<file path="config.mk">
export PLATFORM = sky130hd
export DESIGN_NAME = dz_intr_arb
export DESIGN_NICKNAME = d
export VERILOG_FILES = /design/src/rtl/dz_intr_arb_pkg.sv /design/src/rtl/dz_intr_arb_chan.sv /design/src/rtl/dz_intr_arb.sv
export SDC_FILE = /design/constraint.sdc
export NUM_CORES = 1
export LEC_CHECK = 0
export ABC_AREA = 1
export BUFFER_PORTS_ARGS = -buffer_cell sky130_fd_sc_hd__buf_2
export CORE_AREA = 2 2 39 41
export DETAILED_ROUTE_END_ITERATION = 10
export DIE_AREA = 0 0 41 43
export PLACE_DENSITY = 0.72
export SYNTH_ARGS = -nofsm -noshare
export SYNTH_HDL_FRONTEND = slang
export SYNTH_SLANG_ARGS = --single-unit
</file>
<file path="constraint.sdc">
create_clock -name clk -period 1 [get_ports clk]
set_input_delay 0.2 -clock clk [delete_from_list [all_inputs] [get_ports clk]]
set_output_delay 0.2 -clock clk [all_outputs]
set_load 0.01 [all_outputs]
</file>
<file path="src/rtl/dz_intr_arb_pkg.sv">
// dz_intr_arb_pkg: shared types and helpers for the DZ11-style interrupt
// controller.
//   arb_state_e : arbiter states (IDLE=0, REQ=1, VECT=2, VECTCLR=3, DONE=4)
//   chan_state_e: per-channel states (IDLE=0, ACT=1, WAIT=2)
//   prio_sel()  : picks the first set bit of a mask, searching upward from a
//                 start index and wrapping modulo n.
package dz_intr_arb_pkg;

  localparam int MAX_CH = 16;
  localparam int SELW   = 4;

  typedef enum logic [2:0] {
    ARB_IDLE    = 3'd0,
    ARB_REQ     = 3'd1,
    ARB_VECT    = 3'd2,
    ARB_VECTCLR = 3'd3,
    ARB_DONE    = 3'd4
  } arb_state_e;

  typedef enum logic [1:0] {
    CH_IDLE = 2'd0,
    CH_ACT  = 2'd1,
    CH_WAIT = 2'd2
  } chan_state_e;

  // Wrapping search. start < n and n <= 16, so start+k < 32 and the wrapped
  // index (s - n) always fits in 4 bits; low-bit subtraction is exact there.
  function automatic logic [SELW-1:0] prio_sel(input logic [MAX_CH-1:0] mask,
                                               input logic [SELW-1:0]   start,
                                               input logic [4:0]        n);
    logic [SELW-1:0] sel;
    logic [SELW-1:0] j;
    logic [4:0]      s;
    logic            found;
    sel   = '0;
    found = 1'b0;
    for (int k = 0; k < MAX_CH; k++) begin
      s = {1'b0, start} + 5'(k);
      j = (s >= n) ? (s[SELW-1:0] - n[SELW-1:0]) : s[SELW-1:0];
      if ((5'(k) < n) && !found && mask[j]) begin
        sel   = j;
        found = 1'b1;
      end
    end
    return sel;
  endfunction

endpackage

</file>
<file path="src/rtl/dz_intr_arb_chan.sv">
// dz_intr_chan: one interrupt channel, IDLE -> ACT -> WAIT -> IDLE.
//   clk, rst  : clock, async active-high reset
//   clr_i     : synchronous clear back to IDLE
//   en_i      : channel enable; low forces IDLE over everything else
//   irq_i     : level interrupt condition
//   done_i    : arbiter has finished the vector cycle for this channel
//   pend_o    : registered, high while the channel is in ACT
// WAIT holds until irq falls so one rising condition yields one interrupt.
module dz_intr_chan
  import dz_intr_arb_pkg::*;
(
  input  logic clk,
  input  logic rst,
  input  logic clr_i,
  input  logic en_i,
  input  logic irq_i,
  input  logic done_i,
  output logic pend_o
);

  chan_state_e state_q, state_d;
  logic        pend_q;

  always_comb begin
    state_d = state_q;
    if (!en_i) begin
      state_d = CH_IDLE;
    end else begin
      case (state_q)
        CH_IDLE: if (irq_i)  state_d = CH_ACT;
        CH_ACT:  if (done_i) state_d = CH_WAIT;
        CH_WAIT: if (!irq_i) state_d = CH_IDLE;
        default:             state_d = CH_IDLE;
      endcase
    end
  end

  always_ff @(posedge clk or posedge rst) begin
    if (rst) begin
      state_q <= CH_IDLE;
      pend_q  <= 1'b0;
    end else if (clr_i) begin
      state_q <= CH_IDLE;
      pend_q  <= 1'b0;
    end else begin
      state_q <= state_d;
      pend_q  <= (state_d == CH_ACT);
    end
  end

  assign pend_o = pend_q;

endmodule

</file>
<file path="src/rtl/dz_intr_arb.sv">
// dz_intr_arb: N-channel interrupt controller with a shared bus arbiter.
//   clk, rst : clock, async active-high reset
//   clr      : synchronous device clear / bus INIT
//   en, irq  : per-channel enable and level interrupt condition
//   ack      : bus interrupt acknowledge
//   vect     : interrupt vector read cycle active
//   pend     : per-channel pending (channel in ACT)
//   req      : bus interrupt request (arbiter in REQ)
//   idx      : granted channel index, latched on ack
//   gnt      : arbiter in VECT or VECTCLR
// Build option INTR_ROUND_ROBIN_EN: round-robin grant starting after the
// last-served channel; otherwise fixed priority, lowest index wins.
module dz_intr_arb
  import dz_intr_arb_pkg::*;
#(
  parameter int NCH  = 2,
  parameter int IDXW = 1
) (
  input  logic            clk,
  input  logic            rst,
  input  logic            clr,
  input  logic [NCH-1:0]  en,
  input  logic [NCH-1:0]  irq,
  input  logic            ack,
  input  logic            vect,
  output logic [NCH-1:0]  pend,
  output logic            req,
  output logic [IDXW-1:0] idx,
  output logic            gnt
);

  arb_state_e        state_q, state_d;
  logic [IDXW-1:0]   idx_q, idx_d;
  logic              req_q, gnt_q;
  logic [NCH-1:0]    pend_w, done_w;
  logic [MAX_CH-1:0] pend16;
  logic [SELW-1:0]   start_w, sel_w;

  for (genvar g = 0; g < NCH; g++) begin : g_ch
    // done lasts exactly the single DONE cycle of the channel that won
    assign done_w[g] = (state_q == ARB_DONE) && (idx_q == IDXW'(g));

    dz_intr_chan u_chan (
      .clk    (clk),
      .rst    (rst),
      .clr_i  (clr),
      .en_i   (en[g]),
      .irq_i  (irq[g]),
      .done_i (done_w[g]),
      .pend_o (pend_w[g])
    );
  end

  always_comb begin
    pend16             = '0;
    pend16[NCH-1:0]    = pend_w;
  end

`ifdef INTR_ROUND_ROBIN_EN
  logic [IDXW-1:0] ptr_q;

  assign start_w = (ptr_q == IDXW'(NCH - 1)) ? '0 : SELW'(ptr_q) + SELW'(1);

  always_ff @(posedge clk or posedge rst) begin
    if (rst)                                                ptr_q <= '0;
    else if (clr)                                           ptr_q <= '0;
    else if (state_d == ARB_DONE && state_q != ARB_DONE)    ptr_q <= idx_q;
  end
`else
  assign start_w = '0;
`endif

  assign sel_w = prio_sel(pend16, start_w, 5'(NCH));

  always_comb begin
    state_d = state_q;
    idx_d   = idx_q;
    case (state_q)
      ARB_IDLE: if (|pend_w) state_d = ARB_REQ;
      ARB_REQ: begin
        // pending may have vanished (channel disabled) by ack: drop back
        if (ack) begin
          if (|pend_w) begin
            state_d = ARB_VECT;
            idx_d   = IDXW'(sel_w);
          end else begin
            state_d = ARB_IDLE;
          end
        end
      end
      ARB_VECT:    if (vect)  state_d = ARB_VECTCLR;
      ARB_VECTCLR: if (!vect) state_d = ARB_DONE;
      ARB_DONE:               state_d = ARB_IDLE;
      default:                state_d = ARB_IDLE;
    endcase
  end

  always_ff @(posedge clk or posedge rst) begin
    if (rst) begin
      state_q <= ARB_IDLE;
      idx_q   <= '0;
      req_q   <= 1'b0;
      gnt_q   <= 1'b0;
    end else if (clr) begin
      state_q <= ARB_IDLE;
      idx_q   <= '0;
      req_q   <= 1'b0;
      gnt_q   <= 1'b0;
    end else begin
      state_q <= state_d;
      idx_q   <= idx_d;
      req_q   <= (state_d == ARB_REQ);
      gnt_q   <= (state_d == ARB_VECT) || (state_d == ARB_VECTCLR);
    end
  end

  assign pend = pend_w;
  assign req  = req_q;
  assign gnt  = gnt_q;
  assign idx  = idx_q;

endmodule

</file>
==> results of run 1 <==
[flip-flops by register name (all words and copies together), names as in the netlist]
| name | cells |
|---|---|
| gnt | 1 |
| state_q | 3 |
| g_ch.u_chan.pend_o | 2 |
| req | 1 |
| idx | 1 |
| g_ch.u_chan.state_q | 4 |
[cell families after synthesis]
family / Yosys count
compound gates: 10
buf+inv: 16
flops: 12
simple gates: 38
[final cells by class]
cell class | count | area (sq um)
clock buffer | 3 | 22.52
fill | 131 | 620.6
inverter | 14 | 55.05
multi-input combinational | 48 | 251.5
sequential | 12 | 304.0
tap | 16 | 20.02
timing repair buffer | 17 | 110.1
[worst register-to-register path, stage by stage, from the launching register on]
cell	delay, ns
dfrtp_2	0.46
inv_2	0.11
nand3_4	0.09
inv_2	0.06
nand2_2	0.06
a21oi_2	0.14
[synthesized netlist by cell type, drive strengths merged]
library cell	number	area (sq um)
a21oi	7	35.03
buf	2	15.01
dfrtp	12	300.3
inv	14	52.55
nand2	13	48.80
nand3	4	25.02
nand3b	1	7.510
nand4	4	25.02
nor2	15	63.81
nor4	1	6.260
o21ai	3	15.01
[layer usage]
metal / track usage (%) / vias to the layer above / share of wire [%]
li1: - / 277 / -
met1: 21.43 / 246 / 43
met2: 27.19 / 13 / 51
met3: 3.141 / 5 / 3.7
met4: 10.00 / 0 / 2.8
met5: 0 / - / 0
[placed cells by master, fill, tap and decap left out, types with 4 or more instances in the layout]
cell type / n
a21oi_1: 5
buf_2: 11
dfrtp_1: 9
inv_1: 10
nand2_1: 12
nand4_1: 4
nor2_1: 11
[report_power, final]
group          switching (uW)  internal, uW  leakage, uW
clock                     154           140    0.0000138
combinational            76.4          54.8     0.000215
sequential               14.1           501     0.000159
total                     244           696     0.000388
[repair_timing]
item                       in CTS  in global routing
setup buffers                   3                  0
hold buffers                    1                  0
hold endpoints to repair       12                  0
pin swaps                       1                  3
setup endpoints to repair       6                 14
resized for setup               1                 12
[stage by stage]
stage	hold WS, ns	setup slack (ns)	cell area (sq um)
final	0.1116	-0.009639	763.2
after CTS	0.1074	-0.01538	720.7
after global placement	0.2174	0.02044	664.4
after floorplan	0.06470	0.08084	594.3
after global routing	0.1174	-0.08485	763.2
after detailed placement	0.2289	-0.01566	664.4
[how the worst max path moves through the flow]
stage | startpoint | to | cells after the start
after global routing | state_q[1]$_DFF_PP0_ | g_ch[0].u_chan.pend_o$_DFF_PP0_ | 4
after global placement | state_q[2]$_DFF_PP0_ | state_q[1]$_DFF_PP0_ | 5
after detailed placement | state_q[0]$_DFF_PP0_ | g_ch[0].u_chan.state_q[0]$_DFF_PP0_ | 4
after CTS | g_ch[0].u_chan.pend_o$_DFF_PP0_ | pend[0] | 1
final | g_ch[0].u_chan.pend_o$_DFF_PP0_ | pend[0] | 1
after floorplan | state_q[0]$_DFF_PP0_ | g_ch[0].u_chan.pend_o$_DFF_PP0_ | 4
==> flow_summary.yaml, run 1 <==
worst_setup_path:
  path_buf_inv: 1
  cp_max_fo: 3
  worstReg2RegEnd: "state_q[1]$_DFF_PP0_"
  r2r_start: "state_q[2]$_DFF_PP0_"
  cpMaxStageDelayCell: "dfrtp_1"
  start_kind: "register"
  slowest_delay_ns: 0.40
  crit_family: "flip-flops"
  path_cells: "buf_2"
  cp.required_ns: 0.80
  reg2reg_depth: 5
  end_kind: "primary output"
  cp.arrival_ns: 0.81
  critPathKind: "register to primary output"
  ff2ff_setup_slack_ns: 0.01
hold_path:
  hold_depth: 2
  worstHoldStart: "vect"
  hp-class: "primary input to register"
  holdPathEnd: "state_q[2]$_DFF_PP0_"
pwr:
  power.density_nw_per_um2: 1232
  p_leak_uw: 0.0003879
  p_total_uw: 940.1
  vdd_ir_drop_max_uv: 618.3
yosys:
  synth-simple-area-share_pct: 29.68
  syn_inst: 76
  ys_ff_latch: 12
  syn-mean-instance-area_sq_um: 7.820
  synth.area.mux_share_pct: 0
  yosys_warnings: 0
  yosysSeqAreaShare_pct: 50.53
  synth_top_family_by_area: "simple AND/OR/NAND/NOR gates"
  synth-xor-area-share_pct: 0
  ys_types: 15
  synth-adder-area-share_pct: 0
  syn-num-nets: 85
  synth_compound_area_share_pct: 8.421
  netlist_area_sq_um: 594.3
grt:
  grt_antenna_before_repair: 0
  grt_pass1_wl_mm: 2.063
  grt-ovfl-total: 0
  grt_max_degree: 13
  track_usage_pct: 17.47
  grt_pass1_vias: 528
job:
  drv_cap: 0
sta:
  setup_tns_ns: -0.01258
  setup_viol: 2
  hold_viol: 0
  maxSlewViolCount: 0
  max_freq_mhz: 990.5
  finalCriticalPeriod_ns: 1.010
  rsz0062_at_grt: "true"
  slew_headroom_pct: 69.71
  fin_crit_sh_pct: 101.0
  clock_skew_ns: 0.004769
  finalWorstSetupSlack_ns: -0.009639
  tightest_slew_ns: 0.4538
floorplan:
  die_y_microns: 43
  core_sq_um: 1384
  io_pins: 14
  fp-row-count: 14
  dieArea_sq_um: 1763
  die_x_microns: 41
  start_util_pct: 42.95
cells_and_area:
  layout.nets: 105
  drive_above_1_share_pct: 36.17
  final_cells: 110
  synthToLayoutAreaGrowth_pct: 28.42
  final_core_util_pct: 55.15
  diodes: 0
detailed_routing:
  vias: 541
  first_iter_violations: 7
  routedWlPerCell_microns: 10.99
  drc: 0
  dr.pass1.iters: 4
  drtAntennaViolNets: 0
  viasPerCell: 4.918
  routed_wl_mm: 1.209
placement:
  io_buffers: 13
  place.gp.congestion: 0.7775
  place.detailed.hpwl_microns: 866.7
  dp_cells: 103
cts:
  cts_sinks: 12
  cts-htree-levels: 1
  clk-insertion-delay-late_ns: 0.27
  cts_tree: "done"
  ctsLongestPathBuffers: 2
  cts-root-buf: "clkbuf_4"
  clkTransAtPathRegs_ns: 0.07
  numCtsBuffers: 3
status:
  failed_checks: "negative setup slack"
  status: "finished with violations"
No activity file was read; power rests on OpenSTA's default activity.
==> inputs of run 2 (changes only) <==
--- a/config.mk
+++ b/config.mk
@@ -7,10 +7,10 @@
 export LEC_CHECK = 0
 export ABC_AREA = 1
 export BUFFER_PORTS_ARGS = -buffer_cell sky130_fd_sc_hd__buf_2
-export CORE_AREA = 2 2 39 41
+export CORE_UTILIZATION = 30
 export DETAILED_ROUTE_END_ITERATION = 10
-export DIE_AREA = 0 0 41 43
-export PLACE_DENSITY = 0.72
+export GPL_ROUTABILITY_DRIVEN = 0
+export PLACE_DENSITY = 0.54
 export SYNTH_ARGS = -nofsm -noshare
 export SYNTH_HDL_FRONTEND = slang
 export SYNTH_SLANG_ARGS = --single-unit
==> constraint.sdc (replaced) <==
create_clock -name clk -period 1 [get_ports clk]
set_input_delay 0.05 -clock clk [delete_from_list [all_inputs] [get_ports clk]]
set_output_delay 0.05 -clock clk [all_outputs]
set_load 0.01 [all_outputs]
==> flow_summary.yaml, run 2 (synthesis gave the netlist of run 1 again) <==
status:
  status: "finished with violations"
  failed_checks: "negative setup slack"
grt:
  grt_max_degree: 13
  track_usage_pct: 14.91
  grt_antenna_before_repair: 0
  grt-ovfl-total: 0
  grt_pass1_vias: 535
  grt_pass1_wl_mm: 2.208
detailed_routing:
  vias: 556
  routedWlPerCell_microns: 10.83
  dr.pass1.iters: 5
  drc: 0
  routed_wl_mm: 1.321
  viasPerCell: 4.557
  drtAntennaViolNets: 0
  first_iter_violations: 13
sta:
  slew_headroom_pct: 68.35
  hold_viol: 0
  finalWorstSetupSlack_ns: -0.01036
  holdWs_ns: 0.008933
  setup_viol: 3
  rsz0062_at_grt: "true"
  fin_crit_sh_pct: 101.0
  tightest_slew_ns: 0.4743
  setup_tns_ns: -0.01262
  finalCriticalPeriod_ns: 1.010
  clock_skew_ns: 0.008173
  maxSlewViolCount: 0
  max_freq_mhz: 989.7
worst_setup_path:
  ff2ff_setup_slack_ns: -0.01
  cp_max_fo: 3
  cp.arrival_ns: 1.16
  start_kind: "register"
  critPathKind: "register to register"
  end_kind: "register"
  cp.required_ns: 1.15
floorplan:
  core_sq_um: 1783
  io_pins: 14
  die_x_microns: 46.51
  dieArea_sq_um: 2163
  fp-row-count: 15
  die_y_microns: 46.51
  start_util_pct: 33.33
cells_and_area:
  largest_reg_flops: 4
  largest_register: "g_ch.u_chan.state_q"
  drive_above_1_share_pct: 34.02
  layout.nets: 107
  synthToLayoutAreaGrowth_pct: 30.95
  final_cell_mix: "nand2_1 (13), buf_2 (13), nor2_1 (12)"
  diodes: 0
  final_cells: 122
  final_core_util_pct: 43.65
placement:
  dp_slack_ns: -0.05731
  io_buffers: 13
  place.detailed.hpwl_microns: 953.4
  dp_cells: 113
pwr:
  swShare_pct: 24.98
  p_leak_uw: 0.0004000
  power.density_nw_per_um2: 1339
  clkPwrFrac_pct: 37.4
  vdd_ir_drop_max_uv: 664.6
  seq_power_share_pct: 49.2
  pwr-share-comb_pct: 13.4
  intPower_uw: 781.7
  power.switching_uw: 260.4
cts:
  cts_sinks: 12
  ctsLongestPathBuffers: 2
  cts_tree: "done"
  clkTransAtPathRegs_ns: 0.09
  numCtsBuffers: 3
  clk-insertion-delay-late_ns: 0.27
  cts-root-buf: "clkbuf_4"
  cts-htree-levels: 1
hold_path:
  hp-class: "primary input to register"
job:
  drv_cap: 0
## run 2: cell count changes in the layout (fill, tap and decap cells not counted), sizes merged
| cell | delta |
|---|---|
| dlygate4sd3 | +1 |
| clkbuf | +1 |
| buf | +1 |
## run 2: routing by layer
metal | routed length (microns) | track usage, %
met3 | 47 | 3.529
met2 | 634 | 24.72
met1 | 621 | 17.15
met5 | 0 | 0
met4 | 18 | 8.824
## run 2: power groups by stage
| stage | clock network [uW] | registers [uW] | logic (uW) |
|---|---|---|---|
| 2_1_floorplan | 0 | 523 | 71.6 |
| 3_3_place_gp | 0 | 523 | 112 |
| 3_5_place_dp | 0 | 523 | 113 |
| 4_1_cts | 392 | 513 | 132 |
| 5_1_grt | 422 | 516 | 158 |
| 6_report | 390 | 513 | 139 |
## run 2: critical path, cell delays in order, from the launching register on
cell	delay (ns)
dfrtp_2	0.45
nor2_4	0.12
buf_4	0.12
nand3_1	0.06
nand2_1	0.08
a21oi_1	0.07
## run 2: final timing paths
kind	from	end	depth (start not counted)
worst max-delay path	state_q[1]$_DFF_PP0_	g_ch[1].u_chan.pend_o$_DFF_PP0_	5
worst min-delay path	clr	req$_DFF_PP0_	2
worst max register to register	state_q[1]$_DFF_PP0_	g_ch[1].u_chan.pend_o$_DFF_PP0_	5
worst min register to register	g_ch[0].u_chan.state_q[1]$_DFF_PP0_	g_ch[0].u_chan.state_q[0]$_DFF_PP0_	3
max in group asynchronous	rst	state_q[2]$_DFF_PP0_	3
min in group asynchronous	rst	g_ch[0].u_chan.state_q[1]$_DFF_PP0_	3
## run 2: what timing repair did
item | in CTS | in global routing
endpoints found under the setup margin | 3 | 10
pin swaps | 0 | 3
gates resized for setup | 2 | 4
endpoints found under the hold margin | 13 | 0
setup buffers | 2 | 1
hold buffers | 2 | 0
## run 2: cell type report
type,count,area (sq um)
fillers,200,1005
clock buffers,4,36.28
multi-input cells,48,239.0
well taps,25,31.28
inverters,14,52.55
flip-flops and latches,12,304.0
repair buffers,19,115.1
## run 2: through the flow
stage                     instance area [sq um]  total power (uW)
final                                     778.2              1042
after global routing                      778.2              1095
after CTS                                 760.7              1037
after detailed placement                  683.2             636.0
after global placement                    683.2             635.2
after floorplan                           594.3             594.6
